[src/rtl/mem_stage_sequencer_if.sv]
// mem_stage_sequencer_if: MEM-stage request bundle plus data-memory port.
// The slave side is the sequencer; the master side is pipeline and memory.
interface mem_stage_sequencer_if #(
  parameter int DATA_WIDTH = 16,
  parameter int ADDR_WIDTH = 16
);
  logic                    req_valid;
  logic [3:0]              opcode;
  logic [ADDR_WIDTH-1:0]   addr;
  logic [DATA_WIDTH-1:0]   store_data;
  logic                    mem_resp;
  logic [DATA_WIDTH-1:0]   mem_rdata;
  logic [ADDR_WIDTH-1:0]   mem_address;
  logic                    mem_read;
  logic                    mem_write;
  logic [DATA_WIDTH/8-1:0] mem_byte_enable;
  logic [DATA_WIDTH-1:0]   mem_wdata;
  logic [DATA_WIDTH-1:0]   load_data;
  logic                    done;
  logic                    stall;
  logic                    err;

  modport slave (
    input  req_valid, opcode, addr, store_data,
    input  mem_resp, mem_rdata,
    output mem_address, mem_read, mem_write,
    output mem_byte_enable, mem_wdata,
    output load_data, done, stall, err
  );

  modport master (
    output req_valid, opcode, addr, store_data,
    output mem_resp, mem_rdata,
    input  mem_address, mem_read, mem_write,
    input  mem_byte_enable, mem_wdata,
    input  load_data, done, stall, err
  );
endinterface

[src/rtl/mem_stage_sequencer.sv]
// mem_stage_sequencer: LC-3b MEM-stage access sequencer with byte-lane
// steering, two-phase indirect LDI/STI, stall/done and response timeout.
module mem_stage_sequencer #(
  parameter int DATA_WIDTH = 16,
  parameter int ADDR_WIDTH = 16,
  parameter int WAIT_LIMIT = 64
) (
  input logic clk,
  input logic reset,
  mem_stage_sequencer_if.slave bus
);
  localparam int NB = DATA_WIDTH / 8;
  localparam int L  = $clog2(NB);
  localparam int LW = (L > 0) ? L : 1;
  localparam int CW = (WAIT_LIMIT > 1) ? $clog2(WAIT_LIMIT) : 1;

  localparam logic [CW-1:0] CNT_LAST =
    CW'((WAIT_LIMIT > 0) ? WAIT_LIMIT - 1 : 0);
  localparam logic [ADDR_WIDTH-1:0] LANE_MASK =
    ADDR_WIDTH'(NB - 1);

  localparam logic [3:0] OP_LDB = 4'b0010;
  localparam logic [3:0] OP_STB = 4'b0011;
  localparam logic [3:0] OP_LDR = 4'b0110;
  localparam logic [3:0] OP_STR = 4'b0111;
  localparam logic [3:0] OP_LDI = 4'b1010;
  localparam logic [3:0] OP_STI = 4'b1011;

  typedef enum logic [1:0] {
    S_IDLE,
    S_IND,
    S_ACCESS,
    S_DONE
  } state_t;

  state_t                  state_q, state_d;
  logic [3:0]              op_q, op_d;
  logic [ADDR_WIDTH-1:0]   addr_q, addr_d;
  logic [DATA_WIDTH-1:0]   sdata_q, sdata_d;
  logic [ADDR_WIDTH-1:0]   ptr_q, ptr_d;
  logic [DATA_WIDTH-1:0]   ld_q, ld_d;
  logic                    err_q, err_d;
  logic [CW-1:0]           cnt_q, cnt_d;

  logic [ADDR_WIDTH-1:0]   maddr_c;
  logic                    rd_c;
  logic                    wr_c;
  logic [NB-1:0]           be_c;
  logic [DATA_WIDTH-1:0]   wdata_c;
  logic                    done_c;
  logic                    stall_c;

  logic                    accept;
  logic                    is_ind;
  logic                    is_st;
  logic                    is_byte;
  logic                    tmo;
  logic [LW-1:0]           lane;
  logic [NB-1:0]           be_lane;
  logic [7:0]              byte_c;
  logic [ADDR_WIDTH-1:0]   eff_addr;
  logic [CW-1:0]           cnt_inc;

  function automatic logic [ADDR_WIDTH-1:0] word_of(
    input logic [ADDR_WIDTH-1:0] a
  );
    return a & ~LANE_MASK;
  endfunction

  function automatic logic is_mem_op(input logic [3:0] op);
    return (op == OP_LDB) || (op == OP_STB) ||
           (op == OP_LDR) || (op == OP_STR) ||
           (op == OP_LDI) || (op == OP_STI);
  endfunction

  assign accept   = bus.req_valid && is_mem_op(bus.opcode);
  assign is_ind   = (op_q == OP_LDI) || (op_q == OP_STI);
  assign is_st    = op_q[0];
  assign is_byte  = (op_q == OP_LDB) || (op_q == OP_STB);
  assign tmo      = (WAIT_LIMIT != 0) && (cnt_q == CNT_LAST);
  assign lane     = LW'(addr_q & LANE_MASK);
  assign be_lane  = NB'(1) << lane;
  assign byte_c   = 8'(bus.mem_rdata >> {lane, 3'b000});
  assign eff_addr = is_ind ? ptr_q : addr_q;
  assign cnt_inc  = (WAIT_LIMIT != 0) ? cnt_q + 1'b1 : cnt_q;

  // Next-state, datapath capture and memory-port outputs
  always_comb begin
    state_d = state_q;
    op_d    = op_q;
    addr_d  = addr_q;
    sdata_d = sdata_q;
    ptr_d   = ptr_q;
    ld_d    = ld_q;
    err_d   = err_q;
    cnt_d   = cnt_q;
    maddr_c = '0;
    rd_c    = 1'b0;
    wr_c    = 1'b0;
    be_c    = '0;
    wdata_c = '0;
    done_c  = 1'b0;
    stall_c = 1'b0;
    unique case (state_q)
      S_IDLE: begin
        if (accept) begin
          stall_c = 1'b1;
          op_d    = bus.opcode;
          addr_d  = bus.addr;
          sdata_d = bus.store_data;
          cnt_d   = '0;
          if ((bus.opcode == OP_LDI) ||
              (bus.opcode == OP_STI)) begin
            state_d = S_IND;
          end else begin
            state_d = S_ACCESS;
          end
        end
      end
      S_IND: begin
        stall_c = 1'b1;
        rd_c    = 1'b1;
        maddr_c = word_of(addr_q);
        be_c    = '1;
        if (bus.mem_resp) begin
          ptr_d   = ADDR_WIDTH'(bus.mem_rdata);
          cnt_d   = '0;
          state_d = S_ACCESS;
        end else if (tmo) begin
          err_d   = 1'b1;
          state_d = S_IDLE;
        end else begin
          cnt_d = cnt_inc;
        end
      end
      S_ACCESS: begin
        stall_c = 1'b1;
        rd_c    = !is_st;
        wr_c    = is_st;
        if (is_byte) begin
          maddr_c = eff_addr;
          be_c    = be_lane;
          wdata_c = {NB{sdata_q[7:0]}};
        end else begin
          maddr_c = word_of(eff_addr);
          be_c    = '1;
          wdata_c = sdata_q;
        end
        if (bus.mem_resp) begin
          if (!is_st) begin
            ld_d = is_byte ? DATA_WIDTH'(byte_c)
                           : bus.mem_rdata;
          end
          state_d = S_DONE;
        end else if (tmo) begin
          err_d   = 1'b1;
          state_d = S_IDLE;
        end else begin
          cnt_d = cnt_inc;
        end
      end
      S_DONE: begin
        done_c  = 1'b1;
        state_d = S_IDLE;
      end
      default: state_d = S_IDLE;
    endcase
  end

  // State and datapath registers; reset drops any request at once
  always_ff @(posedge clk or posedge reset) begin
    if (reset) begin
      state_q <= S_IDLE;
      op_q    <= '0;
      addr_q  <= '0;
      sdata_q <= '0;
      ptr_q   <= '0;
      ld_q    <= '0;
      err_q   <= 1'b0;
      cnt_q   <= '0;
    end else begin
      state_q <= state_d;
      op_q    <= op_d;
      addr_q  <= addr_d;
      sdata_q <= sdata_d;
      ptr_q   <= ptr_d;
      ld_q    <= ld_d;
      err_q   <= err_d;
      cnt_q   <= cnt_d;
    end
  end

  assign bus.mem_address     = maddr_c;
  assign bus.mem_read        = rd_c;
  assign bus.mem_write       = wr_c;
  assign bus.mem_byte_enable = be_c;
  assign bus.mem_wdata       = wdata_c;
  assign bus.load_data       = ld_q;
  assign bus.done            = done_c;
  assign bus.stall           = stall_c;
  assign bus.err             = err_q;
endmodule
[src/flat_wrapper.sv]
// flat-port wrapper written by rule: the top's interface ports become plain ports
module mem_stage_sequencer_flat 
#(
  parameter int DATA_WIDTH = 16,
  parameter int ADDR_WIDTH = 16,
  parameter int WAIT_LIMIT = 64
)
  (clk, reset, bus_req_valid, bus_opcode, bus_addr, bus_store_data, bus_mem_resp, bus_mem_rdata, bus_mem_address, bus_mem_read, bus_mem_write, bus_mem_byte_enable, bus_mem_wdata, bus_load_data, bus_done, bus_stall, bus_err);
  mem_stage_sequencer_if #(.DATA_WIDTH(DATA_WIDTH), .ADDR_WIDTH(ADDR_WIDTH)) bus_i ();
  input logic clk;
  input logic reset;
  input wire logic [$bits(bus_i.req_valid)-1:0] bus_req_valid;
  input wire logic [$bits(bus_i.opcode)-1:0] bus_opcode;
  input wire logic [$bits(bus_i.addr)-1:0] bus_addr;
  input wire logic [$bits(bus_i.store_data)-1:0] bus_store_data;
  input wire logic [$bits(bus_i.mem_resp)-1:0] bus_mem_resp;
  input wire logic [$bits(bus_i.mem_rdata)-1:0] bus_mem_rdata;
  output wire logic [$bits(bus_i.mem_address)-1:0] bus_mem_address;
  output wire logic [$bits(bus_i.mem_read)-1:0] bus_mem_read;
  output wire logic [$bits(bus_i.mem_write)-1:0] bus_mem_write;
  output wire logic [$bits(bus_i.mem_byte_enable)-1:0] bus_mem_byte_enable;
  output wire logic [$bits(bus_i.mem_wdata)-1:0] bus_mem_wdata;
  output wire logic [$bits(bus_i.load_data)-1:0] bus_load_data;
  output wire logic [$bits(bus_i.done)-1:0] bus_done;
  output wire logic [$bits(bus_i.stall)-1:0] bus_stall;
  output wire logic [$bits(bus_i.err)-1:0] bus_err;
  assign bus_i.req_valid = bus_req_valid;
  assign bus_i.opcode = bus_opcode;
  assign bus_i.addr = bus_addr;
  assign bus_i.store_data = bus_store_data;
  assign bus_i.mem_resp = bus_mem_resp;
  assign bus_i.mem_rdata = bus_mem_rdata;
  assign bus_mem_address = bus_i.mem_address;
  assign bus_mem_read = bus_i.mem_read;
  assign bus_mem_write = bus_i.mem_write;
  assign bus_mem_byte_enable = bus_i.mem_byte_enable;
  assign bus_mem_wdata = bus_i.mem_wdata;
  assign bus_load_data = bus_i.load_data;
  assign bus_done = bus_i.done;
  assign bus_stall = bus_i.stall;
  assign bus_err = bus_i.err;
  mem_stage_sequencer #(.DATA_WIDTH(DATA_WIDTH), .ADDR_WIDTH(ADDR_WIDTH), .WAIT_LIMIT(WAIT_LIMIT)) u_core (.clk(clk), .reset(reset), .bus(bus_i));
endmodule
[config.mk]
export PLATFORM = sky130hd
export DESIGN_NAME = mem_stage_sequencer_flat
export DESIGN_NICKNAME = d
export VERILOG_FILES = /design/src/rtl/mem_stage_sequencer_if.sv /design/src/rtl/mem_stage_sequencer.sv /design/src/flat_wrapper.sv
export SDC_FILE = /design/constraint.sdc
export NUM_CORES = 1
export LEC_CHECK = 0
export ABC_AREA = 1
export CAP_MARGIN = 25
export CORE_MARGIN = 5
export CORE_UTILIZATION = 51
export DETAILED_ROUTE_END_ITERATION = 10
export GPL_TIMING_DRIVEN = 0
export HOLD_SLACK_MARGIN = 0.08
export PLACE_DENSITY = 0.87
export RECOVER_POWER = 100
export SLEW_MARGIN = 10
export SYNTH_ARGS = -nofsm -noshare
export SYNTH_HDL_FRONTEND = slang
export SYNTH_SLANG_ARGS = --single-unit
[constraint.sdc]
create_clock -name clk -period 6.8 [get_ports clk]
set_input_delay 1.36 -clock clk [delete_from_list [all_inputs] [get_ports clk]]
set_output_delay 1.36 -clock clk [all_outputs]
set_load 0.02 [all_outputs]
# Yosys cells after proc, flatten, opt, wreduce, memory -nomap -nowiden
# Index checks and enable logic that the tools add are counted.
[totals] ff_bits=77 output_inout_bits=55 word_cells=71
[classes] addsub=1 eq_ne=16 shift=2 n_mux=24 bitwise=2 reduce_logical=18
[ops] cell="$mux W16" n=4
[ops] cell="$pmux W16 S2" n=1
[ops] cell="$mux W6" n=4
[ops] cell="$pmux W6 S3" n=1
[ops] cell="$eq A4 B2 Y1 const B" n=4
[ops] cell="$eq A4 B4 Y1 const B" n=4
[ops] cell="$shr A16 B4 Y8" n=1
[ops] cell="$mux W2" n=6
[ops] cell="$reduce_and A3 Y1" n=3
[ops] cell="$eq A4 B3 Y1 const B" n=2
[ops] cell="$logic_or A1 B1 Y1" n=8
[ops] cell="$pmux W2 S4" n=1
[ops] cell="$add A6 B1 Y6 const B" n=1
[ops] cell="$eq A6 B6 Y1 const B" n=1
[ops] cell="$eq A2 B2 Y1 const B" n=2
[ops] cell="$mux W1" n=4
[ops] cell="$pmux W1 S2" n=2
[ops] cell="$pmux W2 S2" n=1
[ops] cell="$reduce_and A2 Y1" n=2
[ops] cell="$reduce_bool A3 Y1" n=1
[ops] cell="$eq A2 B1 Y1 const B" n=1
[ops] cell="$logic_not A2 Y1" n=1
[ops] cell="$ne A2 B1 Y1 const B" n=1
[ops] cell="$ne A2 B2 Y1 const B" n=1
[ops] cell="5 further kinds" n=6

# Logic depth before layout (Yosys ltp)
# Gate-level depths: netlist of the first run.
[depth] word_depth=9 depth_mapped=9

# Worst setup path before layout of the first run
# OpenSTA, ideal clock, no wires.
[synth_path] path_type="input to output" from="input bus_req_valid" to="output bus_stall" arrival_ns=2.077 slack_ns=3.363 path_stages=5 path_buffers=1 cell_sequence="nand2_1 > inv_1 > nand3_1 > buf_2 > a21oi_1"
[synth_between] elab_chain_cells=3
[synth_lines] element="start: declaration" line_no="flat_wrapper.sv:12" text="input wire logic [$bits(bus_i.req_valid)-1:0] bus_req_valid;"
[synth_lines] element="$logic_and A1 B1 Y1" line_no="mem_stage_sequencer.sv:76" text="assign accept = bus.req_valid && is_mem_op(bus.opcode);"
[synth_lines] element="$mux W1" line_no="mem_stage_sequencer.sv:106" text="if (accept) begin"
[synth_lines] element="$pmux W1 S2" line_no="mem_stage_sequencer.sv:104" text="unique case (state_q)"
[synth_lines] element="end: declaration" line_no="flat_wrapper.sv:25" text="output wire logic [$bits(bus_i.stall)-1:0] bus_stall;"
# No other way between the ends.

# Final worst setup path of the first run
[layout_path] from="input bus_opcode[3]" to="output bus_stall"
[layout_between] elab_chain_cells=9
[layout_lines] element="start: declaration" line_no="flat_wrapper.sv:13" text="input wire logic [$bits(bus_i.opcode)-1:0] bus_opcode;"
[layout_lines] element="$eq A4 B2 Y1" line_no="mem_stage_sequencer.sv:71" text="return (op == OP_LDB) || (op == OP_STB) ||"
[layout_lines] element="$logic_or A1 B1 Y1 (2 in series)" line_no="mem_stage_sequencer.sv:71"
[layout_lines] element="$logic_or A1 B1 Y1 (2 in series)" line_no="mem_stage_sequencer.sv:72" text="(op == OP_LDR) || (op == OP_STR) ||"
[layout_lines] element="$logic_or A1 B1 Y1 (*)" line_no="mem_stage_sequencer.sv:73" text="(op == OP_LDI) || (op == OP_STI);"
[layout_lines] element="$logic_and A1 B1 Y1 (*)" line_no="mem_stage_sequencer.sv:76"
[layout_lines] element="$mux W1 (*)" line_no="mem_stage_sequencer.sv:106"
[layout_lines] element="$pmux W1 S2 (*)" line_no="mem_stage_sequencer.sv:104"
# Mark *: on every way between the ends. The rest lies on a longest branch, timed or not.

==> impl_metrics.env, run 1 <==
export IMPL_internal_power_mw=1.284
export IMPL_place_inst=629
export IMPL_layout_nets=603
export IMPL_ys_flop_type="dfrtp_1"
export IMPL_fin_crit_ns=4.786
export IMPL_grt_pass1_vias=3414
export IMPL_place_area_sq_mm=0.004985
export IMPL_yosys_area_top_type_share_pct=50.99
export IMPL_grt_pass1_wl_um=15580
export IMPL_cpMaxStageDelayCell="dlygate4sd3_1"
export IMPL_wl_per_cell_um=15.30
export IMPL_drt_first_pass_iters=4
export IMPL_multi_input_area_sq_mm=0.001553
export IMPL_netlist_cell_type_count=24
export IMPL_nFillCells=552
export IMPL_synth_top_cells_by_count="nand2_1 (103), dfrtp_1 (76), inv_1 (44)"
export IMPL_yosysTopAreaCell="dfrtp_1"
export IMPL_netlist_top_cells_area="dfrtp_1 (51%), mux2_2 (12%), nand2_1 (10%)"
export IMPL_async_flop_share_pct=100.0
export IMPL_worst_pin_slew_ns=2.714
export IMPL_pwr_share_clk_pct=13.1
export IMPL_dp_slack_ns=2.324
export IMPL_core_area_sq_mm=0.007176
export IMPL_rows=31
export IMPL_ir_worst_vdd_mv=0.3553
export IMPL_fin_area_sq_mm=0.005100
export IMPL_ys_seq_elements=76
export IMPL_initial_core_util_pct=51.98
export IMPL_antenna_found_initial=0
export IMPL_p_seq_share_pct=34.5
export IMPL_arrival_ns=3.43
export IMPL_routed_via_count=3316
export IMPL_p_switching_mw=0.9874
export IMPL_max_clock_freq_mhz=209.0
export IMPL_violations="capacitance limit, slew limit"
export IMPL_final_seq_area_sq_mm=0.001902
export IMPL_cts_tree="done"
export IMPL_grt_use_total_pct=22.15
export IMPL_gp_congestion=0.8133
export IMPL_hpwl_um=7652
export IMPL_slew_headroom_pct=-80.91
export IMPL_post_cts_resized=0
export IMPL_postRouteAntennaNets=0
export IMPL_fp_dieH_um=95.52
export IMPL_path_class="input port to primary output"
export IMPL_num_antenna_cells=0
export IMPL_ios=111
export IMPL_path_cells="dlygate4sd3_1 -> nand2_1 -> nand3_1 -> clkbuf_1 -> a21oi_1 -> dlygate4sd3_1"
export IMPL_synth_area_per_cell_sq_um=8.902
export IMPL_drive_gt1_share_pct=11.56
export IMPL_critPathMaxStageDelay_ns=0.68
export IMPL_r2r_setup_slack_ns=4.34
export IMPL_fin_crit_sh_pct=70.38
export IMPL_maxCapViolations=1
export IMPL_clk_pin_slew_worst_paths_ns=0.07
export IMPL_finalMaxSlewViolations=53
export IMPL_hp_class="register to register"
export IMPL_pwr_share_comb_pct=52.4
export IMPL_finalSetupViolCount=0
export IMPL_clk_path_buf_depth=2
export IMPL_ys_seq_area_share_pct=50.99
export IMPL_fin_ws_ns=2.014
export IMPL_finalPower_mw=2.272
export IMPL_ctsRootBufferMaster="clkbuf_8"
export IMPL_syn2layout_area_growth_pct=36.73
export IMPL_cts_max_level=3
export IMPL_post_cts_buffers=0
export IMPL_synth_area_sq_mm=0.003730
export IMPL_cts_hold_buf=0
export IMPL_synth_fp_nets=481
export IMPL_yosysWarnings=0
export IMPL_portBuffers=110
export IMPL_start_kind="input port"
export IMPL_drtIter0Drc=164
export IMPL_wl_um=9853
export IMPL_hold_viol=0
export IMPL_grt_remaining_overflow=0
export IMPL_synth_edf_count=0
export IMPL_syn_inst=419
export IMPL_status="finished, violations left"
export IMPL_worstPathRequired_ns=5.44
export IMPL_yosysMostFrequentCell="nand2_1"
export IMPL_grt_max_degree=53
export IMPL_crit_fanout=10
export IMPL_remaining_drc_errors=0
export IMPL_switching_share_pct=43.46
export IMPL_die_area_sq_mm=0.009124
export IMPL_layout_cells_non_filler=644
export IMPL_cts_sinks=76
export IMPL_clock_latency_ns=0.35
export IMPL_power_leakage_nw=2.531
export IMPL_cts_made_buffers=9
export IMPL_cp_common_cell="dlygate4sd3_1"
export IMPL_rsz0062_at_grt="no"
export IMPL_clock_skew_ns=0.008104
export IMPL_fin_setup_tns_ns=0
export IMPL_critPathCaptureType="primary output"
export IMPL_viasPerCell=5.149
export IMPL_p_per_area_mw_per_mm2=445.5
export IMPL_fp_dieW_um=95.52
## through the flow
step | hold WS [ns] | utilization (%)
finish | 0.4752 | 71.07
global route | 0.5107 | 71.07
CTS | 0.4894 | 71.77
detailed placement | 0.4676 | 69.47
global placement | 0.4646 | 69.05
floorplan | 0.4534 | -
## logic make-up (layout without fill, tap and decap cells)
logic type | count (synthesis) | after routing | share of synthesized area [%]
adders and majority gates | 6 | 6 | 2.013
buffers and inverters | 62 | 188 | 7.078
and+or+nand+nor | 171 | 171 | 19.09
muxes | 40 | 40 | 12.08
DFF | 76 | 76 | 50.99
AOI/OAI and AO/OA | 64 | 64 | 8.755
## registers in the layout, summed over array words and instances, names as in the netlist
| register | count |
|---|---|
| u_core.bus.load_data | 16 |
| u_core.addr_q | 16 |
| u_core.op_q | 4 |
| u_core.state_q | 2 |
| u_core.bus.err | 1 |
| u_core.sdata_q | 16 |
| u_core.cnt_q | 6 |
| u_core.ptr_q | 15 |
## worst max-delay path, delay by kind of cell
| family | cells | cell delay (ns) |
|---|---|---|
| and+or+nand+nor | 2 | 0.23 |
| AOI/OAI and AO/OA | 1 | 0.14 |
| buffers and inverters | 3 | 1.69 |
## power by group through the flow
| stage | Sequential [mW] | Clock, mW | Combinational, mW |
|---|---|---|---|
| 3_5_place_dp | 0.797 | 0 | 1.26 |
| 3_3_place_gp | 0.781 | 0 | 1.22 |
| 6_report | 0.785 | 0.298 | 1.19 |
| 4_1_cts | 0.789 | 0.302 | 1.27 |
| 5_1_grt | 0.806 | 0.322 | 1.30 |
| 2_1_floorplan | 0.805 | 0 | 0.725 |
## area by class of cell
| type | count | area share (%) |
|---|---|---|
| inverters | 46 | 3.410 |
| clock inverters | 6 | 0.8096 |
| plain buffers | 16 | 1.521 |
| flip-flops and latches | 76 | 37.29 |
| well taps | 99 | 2.429 |
| repair buffers | 111 | 21.66 |
| multi-input cells | 281 | 30.45 |
| clock buffers | 9 | 2.429 |
## per-layer routing
layer  vias to the layer above  GRT usage, %  routed length, um
met5                         -             0                  0
met4                         0         8.294                174
met3                        17         5.525                749
met2                       123         37.06               4843
met1                      1582         27.65               4087
li1                       1594             -                  -
## worst paths after layout
path	from	end	depth (start not counted)
min reg2reg	u_core.op_q[1]	u_core.op_q[1]	2
max reg2reg	u_core.op_q[3]	u_core.bus.load_data[12]	5
min	u_core.op_q[1]	u_core.op_q[1]	2
max	bus_opcode[3]	bus_stall	6
max in group asynchronous	reset	u_core.op_q[1]	3
min in group asynchronous	reset	u_core.sdata_q[6]	2
## placed cells by master (no fill, tap or decap), drive strengths merged
cell type and n:
dlygate4sd3 55, nand2 104, o21ai 29, dfrtp 76
a31oi 1, nand3 29, clkinvlp 4, nand4 1
clkdlybuf4s50 55, mux2 40, inv 45, clkinv 3
ha 6, a21oi 32, o21bai 2, nor2 33
buf 5, nor3 4, clkbuf 21
Power figures use the tool's default switching activity.
==> run 2: changes to the inputs <==
--- a/config.mk
+++ b/config.mk
@@ -8,11 +8,11 @@
 export ABC_AREA = 1
 export CAP_MARGIN = 25
 export CORE_MARGIN = 5
-export CORE_UTILIZATION = 51
+export CORE_UTILIZATION = 43
 export DETAILED_ROUTE_END_ITERATION = 10
 export GPL_TIMING_DRIVEN = 0
 export HOLD_SLACK_MARGIN = 0.08
-export PLACE_DENSITY = 0.87
+export PLACE_DENSITY = 0.78
 export RECOVER_POWER = 100
 export SLEW_MARGIN = 10
 export SYNTH_ARGS = -nofsm -noshare
==> constraint.sdc (replaced) <==
create_clock -name clk -period 4.2 [get_ports clk]
set_input_delay 0.84 -clock clk [delete_from_list [all_inputs] [get_ports clk]]
set_output_delay 0.84 -clock clk [all_outputs]
set_load 0.02 [all_outputs]
==> impl_metrics.env, run 2 (synthesized netlist as in run 1, its figures left out) <==
export IMPL_post_cts_buffers=0
export IMPL_grt_max_degree=53
export IMPL_reg2reg_to="u_core.sdata_q[0]"
export IMPL_max_clock_freq_mhz=268.9
export IMPL_hpwl_um=7615
export IMPL_maxCapViolations=0
export IMPL_cts_sinks=76
export IMPL_gp_congestion=0.8640
export IMPL_drive_gt1_share_pct=12.09
export IMPL_cts_tree="done"
export IMPL_drtIter0Drc=77
export IMPL_finalSetupViolCount=0
export IMPL_switching_share_pct=41.19
export IMPL_fin_setup_tns_ns=0
export IMPL_internal_power_mw=2.277
export IMPL_cts_made_buffers=9
export IMPL_layout_commonest_cell="nand2_1"
export IMPL_fin_area_sq_mm=0.005205
export IMPL_status="finished, final reports clean"
export IMPL_post_cts_resized=0
export IMPL_initial_core_util_pct=43.40
export IMPL_grt_pass1_vias=3278
export IMPL_finalPower_mw=3.872
export IMPL_crit_fanout=10
export IMPL_place_inst=638
export IMPL_routed_via_count=3287
export IMPL_p_per_area_mw_per_mm2=743.8
export IMPL_path_class="register to primary output"
export IMPL_syn2layout_area_growth_pct=39.55
export IMPL_viasPerCell=5.026
export IMPL_antenna_found_initial=0
export IMPL_p_switching_mw=1.595
export IMPL_fp_dieW_um=103.1
export IMPL_hp_class="register to register"
export IMPL_finalMaxSlewViolations=0
export IMPL_p_seq_share_pct=32.8
export IMPL_clk_path_buf_depth=2
export IMPL_critPathCapture="bus_mem_address[13]"
export IMPL_portBuffers=110
export IMPL_ios=111
export IMPL_clk_pin_slew_worst_paths_ns=0.08
export IMPL_cts_hold_buf=0
export IMPL_final_cell_mix="nand2_1 (103), dfrtp_1 (76), clkdlybuf4s50_1 (56)"
export IMPL_wl_um=9980
export IMPL_power_leakage_nw=2.579
export IMPL_startpoint="u_core.state_q[0]"
export IMPL_pwr_share_clk_pct=17.3
export IMPL_die_area_sq_mm=0.01064
export IMPL_pwr_share_comb_pct=49.8
export IMPL_r2r_setup_slack_ns=2.26
export IMPL_clock_latency_ns=0.36
export IMPL_r2r_cells=5
export IMPL_arrival_ns=2.88
export IMPL_cts_max_level=3
export IMPL_core_area_sq_mm=0.008593
export IMPL_worst_pin_slew_ns=1.313
export IMPL_grt_use_total_pct=19.29
export IMPL_remaining_drc_errors=0
export IMPL_wl_per_cell_um=15.26
export IMPL_start_kind="register"
export IMPL_ctsRootBufferMaster="clkbuf_8"
export IMPL_nFillCells=725
export IMPL_critPathCaptureType="primary output"
export IMPL_postRouteAntennaNets=0
export IMPL_hold_viol=0
export IMPL_fp_dieH_um=103.1
export IMPL_r2r_start="u_core.state_q[0]"
export IMPL_rows=34
export IMPL_fin_crit_sh_pct=88.54
export IMPL_drt_first_pass_iters=4
export IMPL_worstPathRequired_ns=3.36
export IMPL_grt_remaining_overflow=0
export IMPL_slew_headroom_pct=12.44
export IMPL_layout_nets=603
export IMPL_grt_pass1_wl_um=15750
export IMPL_rsz0062_at_grt="no"
export IMPL_whs_ns=0.4756
export IMPL_layout_cells_non_filler=654
export IMPL_clock_skew_ns=0.01299
export IMPL_num_antenna_cells=0
export IMPL_place_area_sq_mm=0.004996
export IMPL_ir_worst_vdd_mv=0.3541
export IMPL_fin_crit_ns=3.719
## run 2: per-stage QoR
step           util, %  worst slack, ns
2_1_floorplan        -            1.422
3_3_place_gp     57.79           0.2230
3_5_place_dp     58.14           0.7837
4_1_cts          60.93           0.6500
5_1_grt          60.57           0.2202
6_report         60.57           0.4814
## run 2: worst max-delay path: stages (launching register included)
cell	delay, ns
dfrtp_1	0.43
inv_1	0.12
ha_1	0.20
buf_4	0.18
nor2_1	0.07
inv_1	0.18
clkbuf_1	0.35
nand3_1	0.12
a21oi_1	0.19
dlygate4sd3_1	0.71
## run 2: worst min-delay path by stage
stage                            startpoint                 endpoint  slack [ns]  depth (start not counted)
global route        u_core.bus.load_data[2]  u_core.bus.load_data[2]        0.50                          2
CTS                          u_core.bus.err           u_core.bus.err        0.49                          1
detailed placement           u_core.bus.err           u_core.bus.err        0.46                          1
floorplan                   u_core.ptr_q[1]          u_core.ptr_q[1]        0.45                          2
global placement    u_core.bus.load_data[1]  u_core.bus.load_data[1]        0.47                          2
finish                       u_core.bus.err           u_core.bus.err        0.48                          1
## run 2: power by group through the flow
| stage | combinational, mW | clock (mW) | sequential, mW |
|---|---|---|---|
| after floorplan | 1.17 | 0 | 1.30 |
| after global placement | 1.99 | 0 | 1.27 |
| after detailed placement | 2.03 | 0 | 1.29 |
| after CTS | 2.05 | 0.684 | 1.27 |
| after global routing | 2.13 | 0.717 | 1.30 |
| final | 1.93 | 0.671 | 1.27 |
## run 2: cell type report
class,count,area [sq um],area share (%)
sequential,76,1902,36.54
multi-input combinational,281,1564,30.05
timing repair buffer,111,1106,21.25
inverter,46,173.9,3.341
tap,108,135.1,2.596
clock buffer,10,127.6,2.452
clock inverter,6,112.6,2.163
buffer,16,83.83,1.611
## run 2: metal layers
layer | vias to the layer above | track usage [%] | part of all wire (%)
met3 | 13 | 4.533 | 6.9
met4 | 0 | 5.578 | 1.2
li1 | 1594 | - | -
met2 | 115 | 32.02 | 48
met1 | 1565 | 25.27 | 44
met5 | - | 0 | 0
==> run 3: changes to the inputs <==
--- a/config.mk
+++ b/config.mk
@@ -7,14 +7,14 @@
 export LEC_CHECK = 0
 export ABC_AREA = 1
 export CAP_MARGIN = 25
-export CORE_MARGIN = 5
+export CORE_MARGIN = 10
 export CORE_UTILIZATION = 43
 export DETAILED_ROUTE_END_ITERATION = 10
 export GPL_TIMING_DRIVEN = 0
 export HOLD_SLACK_MARGIN = 0.08
 export PLACE_DENSITY = 0.78
 export RECOVER_POWER = 100
-export SLEW_MARGIN = 10
+export SLEW_MARGIN = 20
 export SYNTH_ARGS = -nofsm -noshare
 export SYNTH_HDL_FRONTEND = slang
 export SYNTH_SLANG_ARGS = --single-unit
==> impl_metrics.env, run 3 (synthesized netlist as in run 1, its figures left out) <==
export IMPL_hp_class="register to register"
export IMPL_grt_remaining_overflow=0
export IMPL_max_clock_freq_mhz=264.4
export IMPL_status="finished, final reports clean"
export IMPL_grt_max_degree=46
export IMPL_syn2layout_area_growth_pct=37.81
export IMPL_post_cts_buffers=0
export IMPL_finalSetupViolCount=0
export IMPL_p_per_area_mw_per_mm2=727.1
export IMPL_core_area_sq_mm=0.008341
export IMPL_layout_commonest_cell="nand2_1"
export IMPL_finish_utilization_pct=61.63
export IMPL_wl_per_cell_um=16.41
export IMPL_routed_via_count=3308
export IMPL_arrival_ns=2.94
export IMPL_worstPathRequired_ns=3.36
export IMPL_num_antenna_cells=0
export IMPL_worst_pin_slew_ns=1.453
export IMPL_ios=111
export IMPL_gp_congestion=0.8830
export IMPL_clock_latency_ns=0.35
export IMPL_fin_setup_tns_ns=0
export IMPL_hold_viol=0
export IMPL_path_class="register to primary output"
export IMPL_post_cts_resized=0
export IMPL_start_kind="register"
export IMPL_clk_path_buf_depth=2
export IMPL_cts_hold_buf=0
export IMPL_postRouteAntennaNets=0
export IMPL_cts_sinks=76
export IMPL_finalMaxSlewViolations=0
export IMPL_rsz0062_at_grt="no"
export IMPL_fin_crit_ns=3.782
export IMPL_drt_first_pass_iters=4
export IMPL_critPathCaptureType="primary output"
export IMPL_initial_core_util_pct=44.72
export IMPL_ir_worst_vdd_mv=0.3690
export IMPL_drive_gt1_share_pct=12.09
export IMPL_place_inst=635
export IMPL_rows=33
export IMPL_dp_slack_ns=0.8012
export IMPL_cts_tree="done"
export IMPL_grt_use_total_pct=16.82
export IMPL_antenna_found_initial=0
export IMPL_wl_um=10680
export IMPL_clock_skew_ns=0.006866
export IMPL_grt_pass1_wl_um=17710
export IMPL_clk_pin_slew_worst_paths_ns=0.08
export IMPL_fin_ws_ns=0.4179
export IMPL_layout_nets=603
export IMPL_final_cell_mix="nand2_1 (103), dfrtp_1 (76), clkdlybuf4s50_1 (57)"
export IMPL_ctsRootBufferMaster="clkbuf_8"
export IMPL_hpwl_um=8346
export IMPL_remaining_drc_errors=0
export IMPL_maxCapViolations=0
export IMPL_cts_made_buffers=9
export IMPL_layout_cells_non_filler=651
export IMPL_slew_headroom_pct=2.608
export IMPL_die_area_sq_mm=0.01280
export IMPL_finalPower_mw=3.737
export IMPL_crit_fanout=10
export IMPL_fp_dieH_um=113.1
export IMPL_fp_dieW_um=113.1
export IMPL_viasPerCell=5.081
export IMPL_fin_crit_sh_pct=90.05
export IMPL_drtIter0Drc=129
export IMPL_cts_max_level=3
export IMPL_grt_pass1_vias=3502
export IMPL_power_leakage_nw=2.541
export IMPL_portBuffers=110
[run 3: cell types whose count changed in the layout (fill, tap and decap cells not counted), sizes merged]
cell / delta
bufinv: -3
dlygate4sd3: -1
clkdlybuf4s50: +1
clkinvlp: +2
clkbuf: +1
[run 3: routing by layer]
metal,GRT usage (%),part of all wire (%),up-vias
met2,26.42,45,110
met5,0,0,-
met1,20.55,43,1590
met3,7.554,11,10
li1,-,-,1598
met4,4.230,0.88,0
[run 3: cell type report]
| cell class | instances | area [sq um] |
|---|---|---|
| fill | 733 | 3201 |
| inverter | 46 | 173.9 |
| clock buffer | 11 | 141.4 |
| tap | 105 | 131.4 |
| buffer | 16 | 83.83 |
| multi-input combinational | 281 | 1564 |
| sequential | 76 | 1902 |
| timing repair buffer | 111 | 1106 |
| clock inverter | 5 | 37.54 |
[run 3: critical path, stage by stage, from the launching register on]
cell	delay, ns
dfrtp_1	0.44
inv_1	0.15
ha_1	0.20
buf_4	0.17
nor2_1	0.07
inv_1	0.19
clkbuf_1	0.36
nand3_1	0.13
a21oi_1	0.17
dlygate4sd3_1	0.71
[run 3: per-stage QoR]
step | area, sq um | hold WS [ns]
finish | 5140 | 0.4751
global route | 5140 | 0.5068
CTS | 5171 | 0.4874
detailed placement | 4992 | 0.4655
global placement | 4962 | 0.4648
floorplan | 3730 | 0.4534
[run 3: worst paths after layout]
kind,startpoint,endpoint,slack [ns],cells past startpoint
max,u_core.state_q[0],bus_mem_address[12],0.42,9
min,u_core.bus.load_data[9],u_core.bus.load_data[9],0.48,2
max reg2reg,u_core.state_q[0],u_core.sdata_q[2],2.25,5
min reg2reg,u_core.bus.load_data[9],u_core.bus.load_data[9],0.48,2
max in group asynchronous,reset,u_core.bus.load_data[2],1.26,3
min in group asynchronous,reset,u_core.sdata_q[4],1.26,2
[run 3: power by group]
part,switching [mW],total (mW),internal (mW)
clock,0.283,0.514,0.232
sequential,0.204,1.26,1.06
combinational,1.14,1.96,0.823
